## config.mk

```make
export PLATFORM = sky130hd
export DESIGN_NAME = mem_write_loader
export DESIGN_NICKNAME = d
export VERILOG_FILES = /design/src/rtl/mem_write_loader.sv
export SDC_FILE = /design/constraint.sdc
export NUM_CORES = 1
export LEC_CHECK = 0
export CORE_MARGIN = 4
export CORE_UTILIZATION = 51
export DETAILED_ROUTE_END_ITERATION = 8
export GPL_TIMING_DRIVEN = 0
export PLACE_DENSITY_LB_ADDON = 0.1
export SYNTH_ARGS = -nofsm -noshare
export SYNTH_HDL_FRONTEND = slang
export SYNTH_SLANG_ARGS = --single-unit
```

## constraint.sdc

```tcl
create_clock -name clk -period 4.2 [get_ports clk]
set_clock_uncertainty 0.05 [all_clocks]
set_input_delay 1.05 -clock clk [delete_from_list [all_inputs] [get_ports clk]]
set_output_delay 1.05 -clock clk [all_outputs]
set_load 0.01 [all_outputs]
```

## src/rtl/mem_write_loader.sv

```systemverilog
// Byte-stream to scratch-memory write-port loader: packs bytes into 9-byte
// chunks and writes them row by row over a programmed rectangular region.
module mem_write_loader #(
  parameter int width    = 80,
  parameter int height   = 8,
  parameter int width_b  = 7,
  parameter int height_b = 3
) (
  input  logic                clk,
  input  logic                rst_n,
  input  logic                start,
  input  logic [width_b-1:0]  base_w,
  input  logic [height_b-1:0] base_h,
  input  logic [width_b-1:0]  len_w,
  input  logic [height_b:0]   len_h,
  input  logic [7:0]          in_data,
  input  logic                in_valid,
  output logic                in_ready,
  output logic                busy,
  output logic                done,
  output logic [width_b-1:0]  write_w,
  output logic [height_b-1:0] write_h,
  output logic [71:0]         write,
  output logic [8:0]          en
);

  // Counters get one spare bit so col_off + 9 and row == len_h never wrap.
  localparam int CW = (width_b > $clog2(width + 11)) ? width_b + 1 : $clog2(width + 11) + 1;
  localparam int RW = (height_b + 1 > $clog2(height + 1)) ? height_b + 1 : $clog2(height + 1);

  typedef enum logic [1:0] {IDLE, FILL, ISSUE, FIN} state_t;

  state_t              state, next;
  logic [width_b-1:0]  base_w_r, len_w_r;
  logic [height_b-1:0] base_h_r;
  logic [height_b:0]   len_h_r;
  logic [CW-1:0]       col_off, rem, col_sum;
  logic [RW-1:0]       row, row_next;
  logic [3:0]          k, chunk;
  logic [7:0]          slot [9];
  logic                accept, last_byte, row_wrap;
  logic [71:0]         word;
  logic [8:0]          mask;

  always_comb begin
    rem       = CW'(len_w_r) - col_off;
    chunk     = (rem >= CW'(9)) ? 4'd9 : rem[3:0];
    accept    = in_valid & in_ready & (state == FILL);
    last_byte = accept && (k == chunk - 4'd1);
    col_sum   = col_off + CW'(9);
    row_wrap  = (col_sum >= CW'(len_w_r));
    row_next  = row_wrap ? row + RW'(1) : row;
    mask      = ~(9'h1FF >> chunk);
    // The completing byte is merged in directly so ISSUE needs no extra cycle.
    word = '0;
    for (int unsigned i = 0; i < 9; i++) begin
      if (i < 32'(chunk))
        word[71 - 8*i -: 8] = (4'(i) == k) ? in_data : slot[i];
    end
  end

  always_comb begin
    next = state;
    case (state)
      IDLE:  if (start) next = ((len_w == '0) || (len_h == '0)) ? FIN : FILL;
      FILL:  if (last_byte) next = ISSUE;
      ISSUE: next = (row_next == RW'(len_h_r)) ? FIN : FILL;
      FIN:   next = IDLE;
      default: next = IDLE;
    endcase
  end

  always_ff @(posedge clk or negedge rst_n) begin
    if (!rst_n) state <= IDLE;
    else        state <= next;
  end

  always_ff @(posedge clk or negedge rst_n) begin
    if (!rst_n) begin
      in_ready <= 1'b0;
      busy     <= 1'b0;
      done     <= 1'b0;
      en       <= '0;
      write    <= '0;
      write_w  <= '0;
      write_h  <= '0;
      base_w_r <= '0;
      base_h_r <= '0;
      len_w_r  <= '0;
      len_h_r  <= '0;
      col_off  <= '0;
      row      <= '0;
      k        <= '0;
      for (int unsigned i = 0; i < 9; i++) slot[i] <= '0;
    end else begin
      in_ready <= (next == FILL);
      busy     <= (next != IDLE);
      done     <= (next == FIN);
      en       <= '0;
      case (state)
        IDLE: if (start) begin
          base_w_r <= base_w;
          base_h_r <= base_h;
          len_w_r  <= len_w;
          len_h_r  <= len_h;
          col_off  <= '0;
          row      <= '0;
          k        <= '0;
        end
        FILL: if (accept) begin
          slot[k] <= in_data;
          k       <= k + 4'd1;
          if (last_byte) begin
            en      <= mask;
            write   <= word;
            write_w <= base_w_r + col_off[width_b-1:0];
            write_h <= base_h_r + row[height_b-1:0];
          end
        end
        ISSUE: begin
          k       <= '0;
          col_off <= row_wrap ? '0 : col_sum;
          row     <= row_next;
        end
        default: ;
      endcase
    end
  end

endmodule

```

==> out/results.ini, run 1 <==
[outcome]
status = finished with violations
violations = setup timing

[min_path]
hold_class = register to register

[setup_path]
worst_ep_required_time_ns = 4.53
crit_arrival_ns = 4.63
worstSetupPathType = register to register
critPathCaptureType = register
cp_max_fo = 10
setup.worst_path.start_class = register

[placed_design]
place_ws_ns = -0.671
dp_cells = 1301
hpwlAfterDp_um = 17400
postPlaceCellArea_um2 = 11700
place.gp.congestion = 0.858
port_buffers = 118

[timing]
hold_ws_ns = 0.431
fmaxAchievable_mhz = 233
final.min_clock_period_ns = 4.30
max_slew_margin_pct = 35.6
setup_viol = 82
slew_violations = 0
layout_worst_path_cycle_share_pct = 102
worstMarginPinSlew_ns = 0.966
fin_setup_tns_ns = -4.20
rsz0062_at_grt = yes
setup_slack_ns = -0.0961
finalHoldViolCount = 0

[layout]
final_cells = 1357
final_cell_mix = 201 x dfrtp_1, 122 x nand2_1, 117 x clkdlybuf4s50_1
utilization_pct = 66.1
antennaDiodeCount = 0
synthToLayoutAreaGrowth_pct = 27.0
drive_gt1_share_pct = 18.9
final_common_cell = dfrtp_1
fin_nets = 1142
fin_area_um2 = 12900

[logic_synthesis]
synth_seq_area_share_pct = 50.5
synth_edf_count = 0
ys_async_sr_fraction_pct = 100
synthCells = 917
synth.yosys.warnings = 0
synth-main-ff-cell = dfrtp_1
ys_ff_latch = 205
syn-num-nets = 983
syn_area_per_cell_um2 = 11.1
synth_cell_types = 59
synthesis.area_um2 = 10200

[global_route]
grt_usage_pct = 23.7
antenna_found_initial = 0
grt_pass1_wl_um = 41600
grt_max_degree = 115
grt_overflow = 0
grt_pass1_vias = 7643

[die]
die_width_um = 149
dieArea_um2 = 22300
start_util_pct = 52.1
fp-row-count = 51
core_um2 = 19500
dieHeight_um = 149
ioPinCount = 127

[routing]
routed-via-count = 7629
finalWirelength_um = 26200
drc = 0
wl_per_cell_um = 19.3
firstDrtPassIters = 5
first_iter_violations = 574
drt-vias-per-instance = 5.62
detail-route-antenna-nets = 0

[clock_network]
tritoncts = yes
cts_hold_buf = 0
insertion_delay_ns = 0.50
htreeDepth = 1
cts-root-buf = clkbuf_16
clk_pin_slew_ns = 0.06
clock_path_buffers = 3
cts_inserted_buffers = 23
clock_sinks = 205

[pwr]
ir_worst_vdd_mv = 0.429
power.density_nw_per_um2 = 767
total_power_mw = 9.89
power.leakage_nw = 5.88

[run]
drv_cap = 0

==> where the power goes <==
group          switching (mW)  internal (mW)  total, mW
Clock                   0.794           1.17       1.97
Sequential              0.448           2.71       3.16
Combinational            2.48           2.29       4.77
==> final timing paths <==
path                            start         end  slack, ns  depth (start not counted)
max                        col_off[1]   write[28]       -0.1                         17
min                          write[5]    write[5]       0.43                          1
max reg2reg                col_off[1]   write[28]       -0.1                         17
min reg2reg                  write[5]    write[5]       0.43                          1
max in group asynchronous       rst_n   write[64]       2.56                          2
min in group asynchronous       rst_n  len_w_r[3]       0.52                          1
==> synthesized netlist by cell type (all sizes together) (4+ instances only) <==
master / n / area [um^2]
dfrtp: 205 / 5130
mux2: 163 / 1840
nand2: 123 / 462
a21oi: 67 / 335
nand3: 40 / 200
clkbuf: 36 / 135
ha: 30 / 375
o21ai: 30 / 154
inv: 28 / 105
nor2: 27 / 101
mux2i: 20 / 200
buf: 18 / 116
nor3: 18 / 90.1
xnor2: 16 / 140
xor2: 11 / 96.3
a2bb2oi: 9 / 85.1
a31oi: 7 / 43.8
a21o: 6 / 45.0
and2: 6 / 37.5
nor4: 6 / 37.5
nor2b: 5 / 31.3
nor3b: 4 / 35.0
==> per-layer routing <==
layer  routed length [um]  vias up  track usage (%)
met5                    0        -                0
met4                  641        0             6.45
met3                 1650       40             4.16
met2                12000      257             36.7
met1                12000     3783             34.7
li1                     -     3549                -
==> cell type report <==
cell class | count | area (um^2)
Inverter | 28 | 105
Tap cell | 265 | 332
Clock inverter | 5 | 45.0
Buffer | 54 | 307
Multi-Input combinational cell | 630 | 4870
Fill cell | 1539 | 6620
Sequential cell | 205 | 5130
Clock buffer | 36 | 714
Timing Repair Buffer | 134 | 1400
==> state kept, by name, summed over array words and instances, names as in the netlist, 7 cells and up <==
name      count
base_w_r      7
en            9
col_off       8
write        72
write_w       7
slot         72
len_w_r       7
==> logic make-up (layout without fill, tap and decap cells) <==
group,count (synthesis),after routing,synth area share (%)
buffers and inverters,82,257,3.51
AND/OR/NAND/NOR,247,247,11.1
adder cells (fa/ha/maj),33,33,4.28
flip-flops,205,205,50.5
XOR/XNOR,27,27,2.33
AO/OA/AOI/OAI,140,140,8.33
multiplexers,183,183,20.0
==> critical path, cell delays in order, from the launching register on <==
cell and delay, ns:
dfrtp_2 0.46, inv_2 0.16, ha_1 0.25, nor2b_1 0.15, o2111ai_1 0.29, nor4b_4 0.39
o21ai_4 0.12, nor2_4 0.13, nand2_2 0.10, ha_4 0.26, xnor2_2 0.12, or3_1 0.30
or4_4 0.44, a2bb2oi_4 0.17, buf_12 0.14, buf_12 0.15, buf_8 0.15, mux2_1 0.32
==> repair_timing <==
action	in CTS	in global routing
gates resized for setup	44	14
cloned	2	0
endpoints found under the setup margin	86	85
setup buffers	12	1
pin swaps	9	5
(Power assumes the default switching activity.)
==> run 2, diff against run 1 <==
Settings changed: REMOVE_ABC_BUFFERS set to 1.
==> run 2 against run 1 <==
The flow still finishes with violations (setup timing). Non-clock buffer count is 29 lower. First-iteration DRC count is 28% lower. Routed wire length is 4.7% lower. Fmax is 1.4% higher. Setup slack better by 0.058 ns. Sequential power hardly changed. Cell area is 1.6% higher. Clock power hardly changed. Via count is 2.3% lower. Critical endpoint is now write[20].
==> out/results.ini, run 2 (same netlist as run 1, synthesis figures left out) <==
[layout]
antennaDiodeCount = 0
final_cell_mix = 204 x dfrtp_1, 125 x clkdlybuf4s50_1, 122 x nand2_1
multi_input_area_um2 = 5100
drive_gt1_share_pct = 23.3
final_common_cell = dfrtp_1
utilization_pct = 67.2
synthToLayoutAreaGrowth_pct = 29.0
fin_area_um2 = 13100
reg_top3 = slot (72), write (72), en (9)
fillers = 1523
fin_nets = 1114
regArea_um2 = 5130

[clock_network]
cts-root-buf = clkbuf_16
htreeDepth = 1
tritoncts = yes
clock_sinks = 205
clock_path_buffers = 3
clk_pin_slew_ns = 0.06
insertion_delay_ns = 0.50
cts_inserted_buffers = 23

[timing]
setup_slack_ns = -0.0383
finalHoldViolCount = 0
fmaxAchievable_mhz = 236
slew_violations = 0
max_slew_margin_pct = 28.5
rsz0062_at_grt = yes
fin_setup_tns_ns = -0.417
layout_worst_path_cycle_share_pct = 101
setup_viol = 22
final.min_clock_period_ns = 4.24
worstMarginPinSlew_ns = 1.07

[global_route]
grt_pass1_vias = 7409
grt_usage_pct = 22.0
antenna_found_initial = 0
grt_pass1_wl_um = 39400
grt_max_degree = 114
grt_overflow = 0

[setup_path]
cp_max_fo = 7
cpPeakStageDelay_ns = 0.46
crit_buf_inv = 5
crit_arrival_ns = 4.58
crit_slowest_cell = or4_4
path_cells = inv_2, ha_4, inv_2, fa_2, a211oi_4, o21ba_1, o21a_1, o21ai_4, nor2_2, and2_4, ha_4, xnor2_1, or3_1, or4_4, a2bb2oi_4, buf_12, buf_12, buf_16, mux2_4
critPathCaptureType = register
cpLargestDelayFamily = simple AND/OR/NAND/NOR gates
worst_ep_required_time_ns = 4.54
r2r_slack_ns = -0.04
worstSetupPathType = register to register
r2r_start = len_w_r[0]
rr_worst_depth = 19
setup.worst_path.start_class = register
timing.rr.end = write[20]

[routing]
detail-route-antenna-nets = 0
first_iter_violations = 411
routed-via-count = 7457
wl_per_cell_um = 18.8
finalWirelength_um = 25000
firstDrtPassIters = 5
drc = 0
drt-vias-per-instance = 5.62

[placed_design]
place.gp.congestion = 0.835
place_ws_ns = -1.95
postPlaceCellArea_um2 = 11700
hpwlAfterDp_um = 15600
port_buffers = 126

[min_path]
hold_depth = 1
hold_path_end = write[46]
hp-start = write[46]
hold_class = register to register

[pwr]
total_power_mw = 10.1
p_switching_mw = 3.70
power.leakage_nw = 5.94
internal_power_mw = 6.42
p_sw_share_pct = 36.6
power.density_nw_per_um2 = 772
p_comb_share_pct = 49.5
ir_worst_vdd_mv = 0.396
pwr-share-seq_pct = 31.4
p_clk_share_pct = 19.2

[die]
die_width_um = 149
start_util_pct = 52.1
dieArea_um2 = 22300
ioPinCount = 127
fp-row-count = 51
core_um2 = 19500
dieHeight_um = 149

[outcome]
violations = setup timing
status = finished with violations

[run]
drv_cap = 0

-- run 2: how the worst max path moves through the flow --
stage,from,end,cells after the start
CTS,len_w_r[0],write[22],19
global route,col_off[4],write[19],19
global placement,rst_n,write[26],1
detailed placement,col_off[0],write[68],19
floorplan,col_off[0],write[52],15
finish,len_w_r[0],write[20],19
-- run 2: what timing repair did --
action / in CTS / in global routing
pin swaps: 9 / 9
gates cloned: 3 / 1
resized for setup: 55 / 44
hold buffers: 0 / 0
endpoints found under the setup margin: 94 / 85
setup buffers: 18 / 6
-- run 2: area by class of cell --
class / count / area share, %
repair buffers: 159 / 13.1
clock inverters: 3 / 0.334
inverters: 28 / 0.802
clock buffers: 36 / 5.22
well taps: 265 / 2.53
flip-flops and latches: 205 / 39.1
multi-input cells: 631 / 38.9
-- run 2: power groups by stage --
stage / clock network [mW] / registers (mW) / logic (mW)
5_1_grt: 2.07 / 3.27 / 5.46
4_1_cts: 1.98 / 3.16 / 4.74
3_5_place_dp: 0 / 3.19 / 4.16
2_1_floorplan: 0 / 3.20 / 2.62
3_3_place_gp: 0 / 3.17 / 3.99
6_report: 1.94 / 3.17 / 5.01
-- run 2: through the flow --
stage               hold WS [ns]  instances
floorplan                  0.423        863
global placement           0.417       1254
detailed placement         0.424       1261
CTS                        0.436       1321
global route               0.456       1327
finish                     0.438       1327
-- run 2: routing by layer --
metal / global-route usage (%) / up-vias / wire, um
li1: - / 3480 / -
met1: 31.9 / 3752 / 11600
met2: 34.9 / 187 / 11600
met3: 3.31 / 38 / 1370
met4: 5.49 / 0 / 480
met5: 0 / - / 0
